===== src/rtl/aes_pkg.sv =====
// Shared definitions for the AES round controller slice.
//   ctrl_state_t    : controller FSM states (explicit 3-bit encoding)
//   AES_BLOCK_BYTES : bytes per AES block
//   AES128_NR       : cipher rounds for AES-128
//   MODE_ENC/DEC    : operation mode encoding
package aes_pkg;

  typedef enum logic [2:0] {
    IDLE  = 3'd0,
    LOAD  = 3'd1,
    KEY   = 3'd2,
    ROUND = 3'd3,
    OUT   = 3'd4
  } ctrl_state_t;

  localparam int   AES_BLOCK_BYTES = 16;
  localparam int   AES128_NR       = 10;
  localparam logic MODE_ENC        = 1'b0;
  localparam logic MODE_DEC        = 1'b1;

endpackage


===== src/rtl/aes_round_ctrl_if.sv =====
// Bundle of every handshake/strobe signal around the AES round controller.
//   master : the controller side (drives strobes, requests, status)
//   slave  : the environment side (host, key schedule, state datapath)
interface aes_round_ctrl_if;

  logic       start;
  logic       mode;
  logic       abort;
  logic       in_valid;
  logic       in_ready;
  logic       st_valid;
  logic       st_mode;
  logic       st_ready;
  logic       st_wen;
  logic       rk_req;
  logic [3:0] rk_idx;
  logic       rk_ack;
  logic [3:0] round;
  logic       out_valid;
  logic       out_ready;
  logic [3:0] out_idx;
  logic       busy;
  logic       done;

  modport master (
    input  start, mode, abort, in_valid, st_ready, rk_ack, out_ready,
    output in_ready, st_valid, st_mode, st_wen, rk_req, rk_idx, round,
           out_valid, out_idx, busy, done
  );

  modport slave (
    output start, mode, abort, in_valid, st_ready, rk_ack, out_ready,
    input  in_ready, st_valid, st_mode, st_wen, rk_req, rk_idx, round,
           out_valid, out_idx, busy, done
  );

endinterface


===== src/rtl/aes_byte_cnt.sv =====
// 4-bit byte counter with synchronous clear (priority over enable) and a
// wrap flag that is high while the count sits on LAST.
//   clk, rst_n : clock, asynchronous active-low reset
//   clr        : return count to 0
//   en         : advance count (LAST wraps to 0)
//   cnt        : current count
//   wrap       : count == LAST
module aes_byte_cnt
  import aes_pkg::*;
#(
  parameter logic [3:0] LAST = 4'(AES_BLOCK_BYTES - 1)
) (
  input  logic       clk,
  input  logic       rst_n,
  input  logic       clr,
  input  logic       en,
  output logic [3:0] cnt,
  output logic       wrap
);

  logic [3:0] cnt_reg;

  always_ff @(posedge clk or negedge rst_n) begin
    if (!rst_n) begin
      cnt_reg <= '0;
    end else if (clr) begin
      cnt_reg <= '0;
    end else if (en) begin
      cnt_reg <= (cnt_reg == LAST) ? 4'd0 : cnt_reg + 4'd1;
    end
  end

  assign cnt  = cnt_reg;
  assign wrap = (cnt_reg == LAST);

endmodule


===== src/rtl/aes_round_ctrl.sv =====
// Sequencing controller for the AES state register and round datapath.
// Loads 16 host bytes, walks rounds 0..NR (key request, then ROUND_LAT
// datapath cycles ending in a single st_wen), then unloads 16 result bytes.
//   clk, rst_n : clock, asynchronous active-low reset
//   bus        : handshake bundle (master side), see aes_round_ctrl_if
// Parameters:
//   NR        : number of cipher rounds
//   ROUND_LAT : datapath cycles per round before dnext is valid (>= 1)
module aes_round_ctrl
  import aes_pkg::*;
#(
  parameter int NR        = AES128_NR,
  parameter int ROUND_LAT = 1
) (
  input  logic           clk,
  input  logic           rst_n,
  aes_round_ctrl_if.master bus
);

  localparam int                 LAT_W    = (ROUND_LAT > 1) ? $clog2(ROUND_LAT) : 1;
  localparam logic [LAT_W-1:0]   LAT_LAST = LAT_W'(ROUND_LAT - 1);
  localparam logic [3:0]         NR_L     = 4'(NR);

  ctrl_state_t      state_reg, state_next;
  logic [3:0]       round_reg, round_next;
  logic [LAT_W-1:0] lat_reg, lat_next;
  logic             mode_reg;
  logic             done_reg;

  // Byte counters: index 0 counts LOAD bytes, index 1 is the OUT byte index.
  logic [3:0] cnt_arr  [2];
  logic       wrap_arr [2];
  logic       clr_arr  [2];
  logic       en_arr   [2];

  logic byte_take;
  logic out_hs;
  logic round_last;
  logic start_ok;

  assign byte_take  = (state_reg == LOAD) && bus.in_valid;
  assign out_hs     = (state_reg == OUT) && bus.out_ready;
  assign round_last = (state_reg == ROUND) && (lat_reg == LAT_LAST);
  assign start_ok   = (state_reg == IDLE) && bus.start && !bus.abort;

  // Counters are held at zero outside their own state, so each entry
  // into LOAD/OUT starts from byte 0 without extra bookkeeping.
  assign clr_arr[0] = (state_reg != LOAD) || bus.abort;
  assign en_arr[0]  = byte_take;
  assign clr_arr[1] = (state_reg != OUT) || bus.abort;
  assign en_arr[1]  = out_hs;

  generate
    for (genvar gi = 0; gi < 2; gi++) begin : g_cnt
      aes_byte_cnt u_cnt (
        .clk   (clk),
        .rst_n (rst_n),
        .clr   (clr_arr[gi]),
        .en    (en_arr[gi]),
        .cnt   (cnt_arr[gi]),
        .wrap  (wrap_arr[gi])
      );
    end
  endgenerate

  always_comb begin
    state_next = state_reg;
    round_next = round_reg;
    lat_next   = lat_reg;
    if (bus.abort && (state_reg != IDLE)) begin
      state_next = IDLE;
      round_next = '0;
      lat_next   = '0;
    end else begin
      case (state_reg)
        IDLE: begin
          if (start_ok) begin
            state_next = LOAD;
            round_next = '0;
          end
        end
        LOAD: begin
          // wrap_arr[0] with a byte taken means this is the 16th byte
          if ((byte_take && wrap_arr[0]) || bus.st_ready) begin
            state_next = KEY;
            round_next = '0;
          end
        end
        KEY: begin
          if (bus.rk_ack) begin
            state_next = ROUND;
            lat_next   = '0;
          end
        end
        ROUND: begin
          if (lat_reg == LAT_LAST) begin
            lat_next = '0;
            if (round_reg >= NR_L) begin
              state_next = OUT;
            end else begin
              round_next = round_reg + 4'd1;
              state_next = KEY;
            end
          end else begin
            lat_next = lat_reg + LAT_W'(1);
          end
        end
        OUT: begin
          if (out_hs && wrap_arr[1]) begin
            state_next = IDLE;
          end
        end
        default: state_next = IDLE;
      endcase
    end
  end

  always_ff @(posedge clk or negedge rst_n) begin
    if (!rst_n) begin
      state_reg <= IDLE;
      round_reg <= '0;
      lat_reg   <= '0;
      mode_reg  <= MODE_ENC;
      done_reg  <= 1'b0;
    end else begin
      state_reg <= state_next;
      round_reg <= round_next;
      lat_reg   <= lat_next;
      if (start_ok) begin
        mode_reg <= bus.mode;
      end
      // abort in the final handshake cycle suppresses done
      done_reg <= out_hs && wrap_arr[1] && !bus.abort;
    end
  end

  assign bus.in_ready  = (state_reg == LOAD);
  assign bus.st_valid  = byte_take;
  assign bus.st_mode   = mode_reg;
  // an abort landing on the write cycle must not corrupt the state register
  assign bus.st_wen    = round_last && !bus.abort;
  assign bus.rk_req    = (state_reg == KEY);
  assign bus.rk_idx    = (state_reg != KEY)     ? 4'd0 :
                         (mode_reg == MODE_DEC) ? (NR_L - round_reg) : round_reg;
  assign bus.round     = round_reg;
  assign bus.out_valid = (state_reg == OUT);
  assign bus.out_idx   = cnt_arr[1];
  assign bus.busy      = (state_reg != IDLE);
  assign bus.done      = done_reg;

endmodule


===== src/flat_wrapper.sv =====
// flat-port wrapper written by rule: the top's interface ports become plain ports
module aes_round_ctrl_flat import aes_pkg::*;
#(
  parameter int NR        = AES128_NR,
  parameter int ROUND_LAT = 1
)
  (clk, rst_n, bus_start, bus_mode, bus_abort, bus_in_valid, bus_st_ready, bus_rk_ack, bus_out_ready, bus_in_ready, bus_st_valid, bus_st_mode, bus_st_wen, bus_rk_req, bus_rk_idx, bus_round, bus_out_valid, bus_out_idx, bus_busy, bus_done);
  aes_round_ctrl_if bus_i ();
  input  logic clk;
  input  logic rst_n;
  input wire logic [$bits(bus_i.start)-1:0] bus_start;
  input wire logic [$bits(bus_i.mode)-1:0] bus_mode;
  input wire logic [$bits(bus_i.abort)-1:0] bus_abort;
  input wire logic [$bits(bus_i.in_valid)-1:0] bus_in_valid;
  input wire logic [$bits(bus_i.st_ready)-1:0] bus_st_ready;
  input wire logic [$bits(bus_i.rk_ack)-1:0] bus_rk_ack;
  input wire logic [$bits(bus_i.out_ready)-1:0] bus_out_ready;
  output wire logic [$bits(bus_i.in_ready)-1:0] bus_in_ready;
  output wire logic [$bits(bus_i.st_valid)-1:0] bus_st_valid;
  output wire logic [$bits(bus_i.st_mode)-1:0] bus_st_mode;
  output wire logic [$bits(bus_i.st_wen)-1:0] bus_st_wen;
  output wire logic [$bits(bus_i.rk_req)-1:0] bus_rk_req;
  output wire logic [$bits(bus_i.rk_idx)-1:0] bus_rk_idx;
  output wire logic [$bits(bus_i.round)-1:0] bus_round;
  output wire logic [$bits(bus_i.out_valid)-1:0] bus_out_valid;
  output wire logic [$bits(bus_i.out_idx)-1:0] bus_out_idx;
  output wire logic [$bits(bus_i.busy)-1:0] bus_busy;
  output wire logic [$bits(bus_i.done)-1:0] bus_done;
  assign bus_i.start = bus_start;
  assign bus_i.mode = bus_mode;
  assign bus_i.abort = bus_abort;
  assign bus_i.in_valid = bus_in_valid;
  assign bus_i.st_ready = bus_st_ready;
  assign bus_i.rk_ack = bus_rk_ack;
  assign bus_i.out_ready = bus_out_ready;
  assign bus_in_ready = bus_i.in_ready;
  assign bus_st_valid = bus_i.st_valid;
  assign bus_st_mode = bus_i.st_mode;
  assign bus_st_wen = bus_i.st_wen;
  assign bus_rk_req = bus_i.rk_req;
  assign bus_rk_idx = bus_i.rk_idx;
  assign bus_round = bus_i.round;
  assign bus_out_valid = bus_i.out_valid;
  assign bus_out_idx = bus_i.out_idx;
  assign bus_busy = bus_i.busy;
  assign bus_done = bus_i.done;
  aes_round_ctrl #(.NR(NR), .ROUND_LAT(ROUND_LAT)) u_core (.clk(clk), .rst_n(rst_n), .bus(bus_i));
endmodule

===== config.mk =====
export PLATFORM = sky130hd
export DESIGN_NAME = aes_round_ctrl_flat
export DESIGN_NICKNAME = d
export VERILOG_FILES = /design/src/rtl/aes_pkg.sv /design/src/rtl/aes_round_ctrl_if.sv /design/src/rtl/aes_byte_cnt.sv /design/src/rtl/aes_round_ctrl.sv /design/src/flat_wrapper.sv
export SDC_FILE = /design/constraint.sdc
export NUM_CORES = 1
export LEC_CHECK = 0
export ABC_AREA = 1
export CAP_MARGIN = 20
export CORE_MARGIN = 3
export CORE_UTILIZATION = 44
export DETAILED_ROUTE_END_ITERATION = 10
export GPL_TIMING_DRIVEN = 0
export MAX_ROUTING_LAYER = met4
export PLACE_DENSITY = 0.82
export SETUP_SLACK_MARGIN = 0.02
export SYNTH_ARGS = -nofsm -noshare
export SYNTH_HDL_FRONTEND = slang
export SYNTH_SLANG_ARGS = --single-unit

===== constraint.sdc =====
create_clock -name clk -period 1.4 [get_ports clk]
set_clock_uncertainty 0.05 [all_clocks]
set_input_delay 0.28 -clock clk [delete_from_list [all_inputs] [get_ports clk]]
set_output_delay 0.28 -clock clk [all_outputs]
set_load 0.005 [all_outputs]

==> results.ini, run 1 <==
[run_status]
outcome=finished, violations left
failed_checks=negative setup slack

[worst_setup_path]
cp_max_fo=2
arrival_ns=1.50
crit_path_end_kind=primary output
critPathRequiredTime_ns=1.07
crit_path_start_kind=flop
critPathKind=flop to primary output

[sta]
fmax_mhz=545
tightestPinTransition_ns=0.838
period_minus_slack_ns=1.83
slew_headroom_pct=43.9
holdWs_ns=0.393
period_share_pct=131
finalWorstSetupSlack_ns=-0.434
slew_viol_final=0
rsz0062_at_grt=yes
setup_violations=30
hold_viol_final=0

[synthesis]
synth.distinct_cells=21
ys_seq_area_share_pct=36.2
synthesis.nets=175
ys_top_cells_by_area=dfrtp_1, nand2_1, inv_1
synth_area_sq_mm=0.00118
ys_top_cells_by_count=nand2_1, inv_1, dfrtp_1
yosys_warnings=0
async_flop_share_pct=100
synth_largest_area_cell=dfrtp_1
synth_edf_count=0
synth.top_cell.area_share_pct=36.2
synth.most_common_cell=nand2_1
avgSynthCellArea_sq_um=7.26
synth_cells=162
ys.flop_type=dfrtp_1
synth-seq-cells=17

[global_routing]
track_usage_pct=27.7
grt_pass1_wl_mm=6.82
grt_max_degree=18
grt-ovfl-total=0
antenna_found_initial=0
first_global_vias=1461

[power]
p_int_mw=1.53
combPwrFrac_pct=68.7
vdd_drop_max_v=0.00126
p_seq_share_pct=21.8
switching_share_pct=47.8
power.share.clock_pct=9.5
power_density_mw_per_mm2=1360
switchingPower_mw=1.40
p_leak_nw=1.05

[cts]
cts_buffers=3
htreeDepth=1
cts.clk_slew.worst_paths_ns=0.11
cts.sinks=17
cts_root_buf=clkbuf_4
clk_path_buf_depth=2
cts_tree=built
cts_hold_buf=0
insertion_delay_ns=0.31

[placement]
port_buffers=28
dpl_cell_area_sq_mm=0.00150
dpl.cell_count=220
place_congestion=0.870
dp_hpwl_mm=2.36
detailedPlace.worstSlack_ns=-0.652

[routing]
drt-pass1-iter-count=5
final_antenna_net_count=0
drc=0
dr_wl_met3_um=537
wl_per_cell_um=20.0
wl_met2_mm=2.50
dr_total_vias=1599
top_layer=met4
routed_via_density=6.01
routed_wl_mm=5.32
drt-initial-drc-count=134
wl_met1_mm=1.99

[floorplanning]
die_w_um=57.7
initial_core_util_pct=47.0
core-area_sq_mm=0.00250
chipHeight_um=57.7
fp-row-count=18
dieArea_sq_mm=0.00333
io_pins=29

[finish]
finalNonFillerCells=266
layout-drive-gt1-share_pct=56.8
fin_nets=250
syn2layout_area_growth_pct=83.2
final_cell_area_sq_mm=0.00215
fillCellCount=122
largest_reg_flops=8
n_antenna_cell=0

[run]
maxCapViolations=0

[worst_hold_path]
hold_class=primary input to async pin

-- cells in the final DEF (no fill, tap or decap), types with 2 or more instances in the layout --
cell / count
o21ai_2: 4
a21oi_2: 3
inv_1: 16
o22ai_2: 2
nand2_8: 2
o21ai_1: 3
ha_4: 2
nand3_2: 4
nand3_1: 10
nand2_4: 5
nor2_1: 8
nand2_1: 19
inv_4: 4
buf_4: 29
nor2_4: 8
xor2_1: 2
clkbuf_4: 3
buf_6: 23
clkbuf_2: 3
nand2_2: 7
dfrtp_1: 11
a21oi_1: 7
nand3_4: 5
nor2_2: 5
dfrtp_2: 6
inv_2: 6
nor3_1: 2
ha_1: 2
inv_6: 2
dlygate4sd2_1: 4
nand4_1: 7
clkdlybuf4s50_1: 7
buf_2: 7
-- worst paths after layout --
| check | start | to | slack, ns | cells past startpoint |
|---|---|---|---|---|
| min reg2reg | u_core.g_cnt[0].u_cnt.cnt[1] | u_core.g_cnt[0].u_cnt.cnt[1] | 0.51 | 2 |
| min in group clk | bus_mode | u_core.bus.st_mode | 0.49 | 3 |
| min | rst_n | u_core.bus.st_mode | 0.39 | 1 |
| max reg2reg | u_core.bus.round[1] | u_core.bus.round[3] | -0.38 | 10 |
| max in group asynchronous | rst_n | u_core.state_reg[0] | 0.32 | 1 |
| max | u_core.bus.round[1] | bus_rk_idx[1] | -0.43 | 5 |
-- critical path, stage by stage, from the launching register on --
cell	delay, ns
dfrtp_2	0.43
buf_4	0.15
ha_4	0.27
nand2_2	0.06
a21oi_2	0.14
buf_2	0.14
-- repair_timing --
action / CTS / global route
cloned: 0 / 0
resized for setup: 112 / 62
setup buffers: 27 / 20
pin swaps: 13 / 13
setup endpoints to repair: 28 / 33
-- stage by stage --
step	utilization, %	power (mW)	TNS (ns)
floorplan	-	1.19	0
CTS	74.2	2.25	-3.78
global placement	60.0	1.56	-6.60
detailed placement	60.0	1.60	-7.61
global route	86.2	3.06	-8.19
finish	86.2	2.93	-6.54
-- power by group through the flow --
| stage | registers (mW) | clock network, mW | logic, mW |
|---|---|---|---|
| after floorplan | 0.625 | 0 | 0.568 |
| after global placement | 0.637 | 0 | 0.924 |
| after detailed placement | 0.642 | 0 | 0.963 |
| after CTS | 0.624 | 0.275 | 1.35 |
| after global routing | 0.640 | 0.293 | 2.12 |
| final | 0.639 | 0.280 | 2.01 |
-- per-layer routing --
metal  up-vias  global-route usage (%)
met2       137                    46.3
met3        42                    5.35
met5         -                       -
met1       750                    33.1
li1        670                       -
met4         0                    10.3
-- cell type report --
cell class                 instances  area (sq um)  area share [%]
clock buffer                       4          26.3            1.22
tap                               30          37.5            1.74
multi-input combinational        112           880            40.8
buffer                             2          15.0           0.697
inverter                          29           136            6.33
sequential                        17           433            20.1
timing repair buffer              72           627            29.1
-- cells by family (layout without fill, tap and decap cells) --
| family | count (synthesis) | in the layout | share of synthesized area, % |
|---|---|---|---|
| AOI/OAI and AO/OA | 20 | 20 | 8.72 |
| xor gates and xnor gates | 3 | 3 | 2.23 |
| adders and majority gates | 4 | 4 | 4.26 |
| buffers and inverters | 33 | 107 | 11.8 |
| DFF | 17 | 17 | 36.2 |
| muxes | 1 | 1 | 0.851 |
| and+or+nand+nor | 84 | 84 | 36.0 |
(Power assumes the default switching activity.)
==> run 2, diff against run 1 <==
--- a/config.mk
+++ b/config.mk
@@ -8,11 +8,12 @@
 export ABC_AREA = 1
 export CAP_MARGIN = 20
 export CORE_MARGIN = 3
-export CORE_UTILIZATION = 44
+export CORE_UTILIZATION = 55
 export DETAILED_ROUTE_END_ITERATION = 10
+export DONT_BUFFER_PORTS = 1
 export GPL_TIMING_DRIVEN = 0
 export MAX_ROUTING_LAYER = met4
-export PLACE_DENSITY = 0.82
+export PLACE_DENSITY = 0.8
 export SETUP_SLACK_MARGIN = 0.02
 export SYNTH_ARGS = -nofsm -noshare
 export SYNTH_HDL_FRONTEND = slang
==> results.ini, run 2 (synthesized netlist as in run 1, its figures left out) <==
[run_status]
outcome=finished, violations left  ; unchanged
failed_checks=negative setup slack  ; unchanged

[sta]
period_minus_slack_ns=1.72  ; was 1.83 ns
slew_viol_final=0  ; unchanged
hold_viol_final=0  ; unchanged
rsz0062_at_grt=yes  ; unchanged
setup_violations=21  ; was 30
holdWs_ns=0.0193  ; was 0.393 ns
fmax_mhz=582  ; was 545 MHz
tightestPinTransition_ns=0.821  ; was 0.838 ns
finalWorstSetupSlack_ns=-0.319  ; was -0.434 ns
slew_headroom_pct=45.1  ; was 43.9%
period_share_pct=123  ; was 131%
tns_ns=-2.99  ; was -6.54 ns

[worst_setup_path]
path_delay_family=flip-flops  ; unchanged
max_stage_delay_ns=0.51  ; was 0.43 ns
crit_path_start_kind=flop  ; unchanged
arrival_ns=1.39  ; was 1.50 ns
crit_chain=ha_4 -> xor2_2 -> o21ai_1 -> a21oi_2  ; was buf_4 -> ha_4 -> nand2_2 -> a21oi_2 -> buf_2
worst-path-buf-inv=0  ; was 2
critPathKind=flop to primary output  ; unchanged
critPathRequiredTime_ns=1.07  ; about the same
cp_max_fo=7  ; was 2
slowest_stage=dfrtp_2  ; unchanged
crit_path_end_kind=primary output  ; unchanged

[finish]
mostFrequentLayoutCell=nand2_1  ; was buf_4
largest_reg_flops=8  ; unchanged
finalNonFillerCells=214  ; was 266
layout-drive-gt1-share_pct=43.3  ; was 56.8%
post-route-util_pct=80.9  ; was 86.2%
final_cell_mix=nand2_1, buf_4, inv_1, nand3_1, dfrtp_1  ; was buf_4, buf_6, nand2_1, inv_1, dfrtp_1
final_cell_area_sq_mm=0.00162  ; was 0.00215 sq mm
n_antenna_cell=0  ; unchanged
syn2layout_area_growth_pct=37.7  ; was 83.2%
fin_nets=201  ; was 250

[run]
maxCapViolations=0  ; unchanged

[power]
combPwrFrac_pct=57.7  ; was 68.7%
p_leak_nw=0.765  ; was 1.05 nW
switching_share_pct=48.8  ; was 47.8%
p_total_mw=2.25  ; was 2.93 mW
p_int_mw=1.15  ; was 1.53 mW
switchingPower_mw=1.10  ; was 1.40 mW
vdd_drop_max_v=0.00123  ; was 0.00126 V
p_seq_share_pct=28.9  ; was 21.8%
power.share.clock_pct=13.4  ; was 9.5%
power_density_mw_per_mm2=1390  ; was 1360 mW/mm^2

[global_routing]
grt_max_degree=18  ; unchanged
grt_pass1_wl_mm=4.80  ; was 6.82 mm
grt-ovfl-total=0  ; unchanged
antenna_found_initial=0  ; unchanged
first_global_vias=1153  ; was 1,461
track_usage_pct=25.1  ; was 27.7%

[floorplanning]
die_w_um=52.2  ; was 57.7 um
io_pins=29  ; unchanged
core-area_sq_mm=0.00200  ; was 0.00250 sq mm
chipHeight_um=52.2  ; was 57.7 um
dieArea_sq_mm=0.00273  ; was 0.00333 sq mm
fp-row-count=16  ; was 18
initial_core_util_pct=58.7  ; was 47.0%

[cts]
cts_root_buf=clkbuf_4  ; unchanged
cts_tree=built  ; unchanged
htreeDepth=1  ; unchanged
clk_path_buf_depth=2  ; unchanged
cts_buffers=3  ; unchanged
cts.sinks=17  ; unchanged
cts.clk_slew.worst_paths_ns=0.11  ; about the same
insertion_delay_ns=0.32  ; was 0.31 ns

[placement]
place_congestion=0.829  ; was 0.870
detailedPlace.worstSlack_ns=-0.158  ; was -0.652 ns
dp_hpwl_mm=1.94  ; was 2.36 mm
dpl.cell_count=189  ; was 220
dpl_cell_area_sq_mm=0.00121  ; was 0.00150 sq mm
port_buffers=0  ; was 28

[routing]
drc=0  ; unchanged
drt-pass1-iter-count=4  ; was 5
routed_via_density=6.07  ; was 6.01
final_antenna_net_count=0  ; unchanged
wl_per_cell_um=17.9  ; was 20.0 um
dr_total_vias=1298  ; was 1,599
drt-initial-drc-count=48  ; was 134
routed_wl_mm=3.84  ; was 5.32 mm

[worst_hold_path]
hold_class=primary input to flop  ; was primary input to async pin

[run 2: power by group through the flow]
stage               combinational [mW]  sequential, mW  clock (mW)
CTS                              0.985           0.636       0.288
global route                      1.38           0.650       0.326
detailed placement               0.686           0.645           0
finish                            1.30           0.649       0.302
floorplan                        0.568           0.625           0
global placement                 0.665           0.640           0
[run 2: area by class of cell]
type	count	area (sq um)
Multi-Input combinational cell	112	771
Sequential cell	17	430
Fill cell	111	383
Timing Repair Buffer	21	195
Inverter	29	129
Tap cell	27	33.8
Buffer	4	30.0
Clock buffer	3	22.5
Clock inverter	1	7.51
[run 2: routing by layer]
metal | global-route usage (%) | share of wire, % | up-vias
met5 | - | 0 | -
met4 | 14.5 | 6.6 | 0
met3 | 5.13 | 8.7 | 32
met2 | 44.8 | 50 | 82
met1 | 25.3 | 35 | 612
li1 | - | - | 572
[run 2: worst register-to-register path, stage by stage, from the launching register on]
cell     delay [ns]
dfrtp_2        0.51
ha_4           0.20
nor2_1         0.12
nand2_2        0.08
nand2_4        0.08
buf_6          0.11
a21oi_2        0.05
nor2_1         0.15
nand3_1        0.11
nand2_1        0.08
[run 2: what timing repair did]
action,CTS,global route
pin swaps,9,14
endpoints found under the setup margin,16,22
hold buffers,1,0
gates resized for setup,34,26
buffers inserted,11,10
hold endpoints to repair,17,0
[run 2: final timing paths]
path / cells after the start / slack (ns) / start / to
setup / recovery: 4 / -0.32 / u_core.bus.round[1] / bus_rk_idx[2]
hold / removal: 2 / 0.02 / bus_out_ready / u_core.bus.done
setup reg to reg: 9 / -0.21 / u_core.bus.round[1] / u_core.state_reg[1]
hold reg to reg: 1 / 0.50 / u_core.g_cnt[1].u_cnt.cnt[0] / u_core.g_cnt[1].u_cnt.cnt[0]
max in group asynchronous: 1 / 0.31 / rst_n / u_core.state_reg[0]
min in group asynchronous: 1 / 0.44 / rst_n / u_core.bus.done
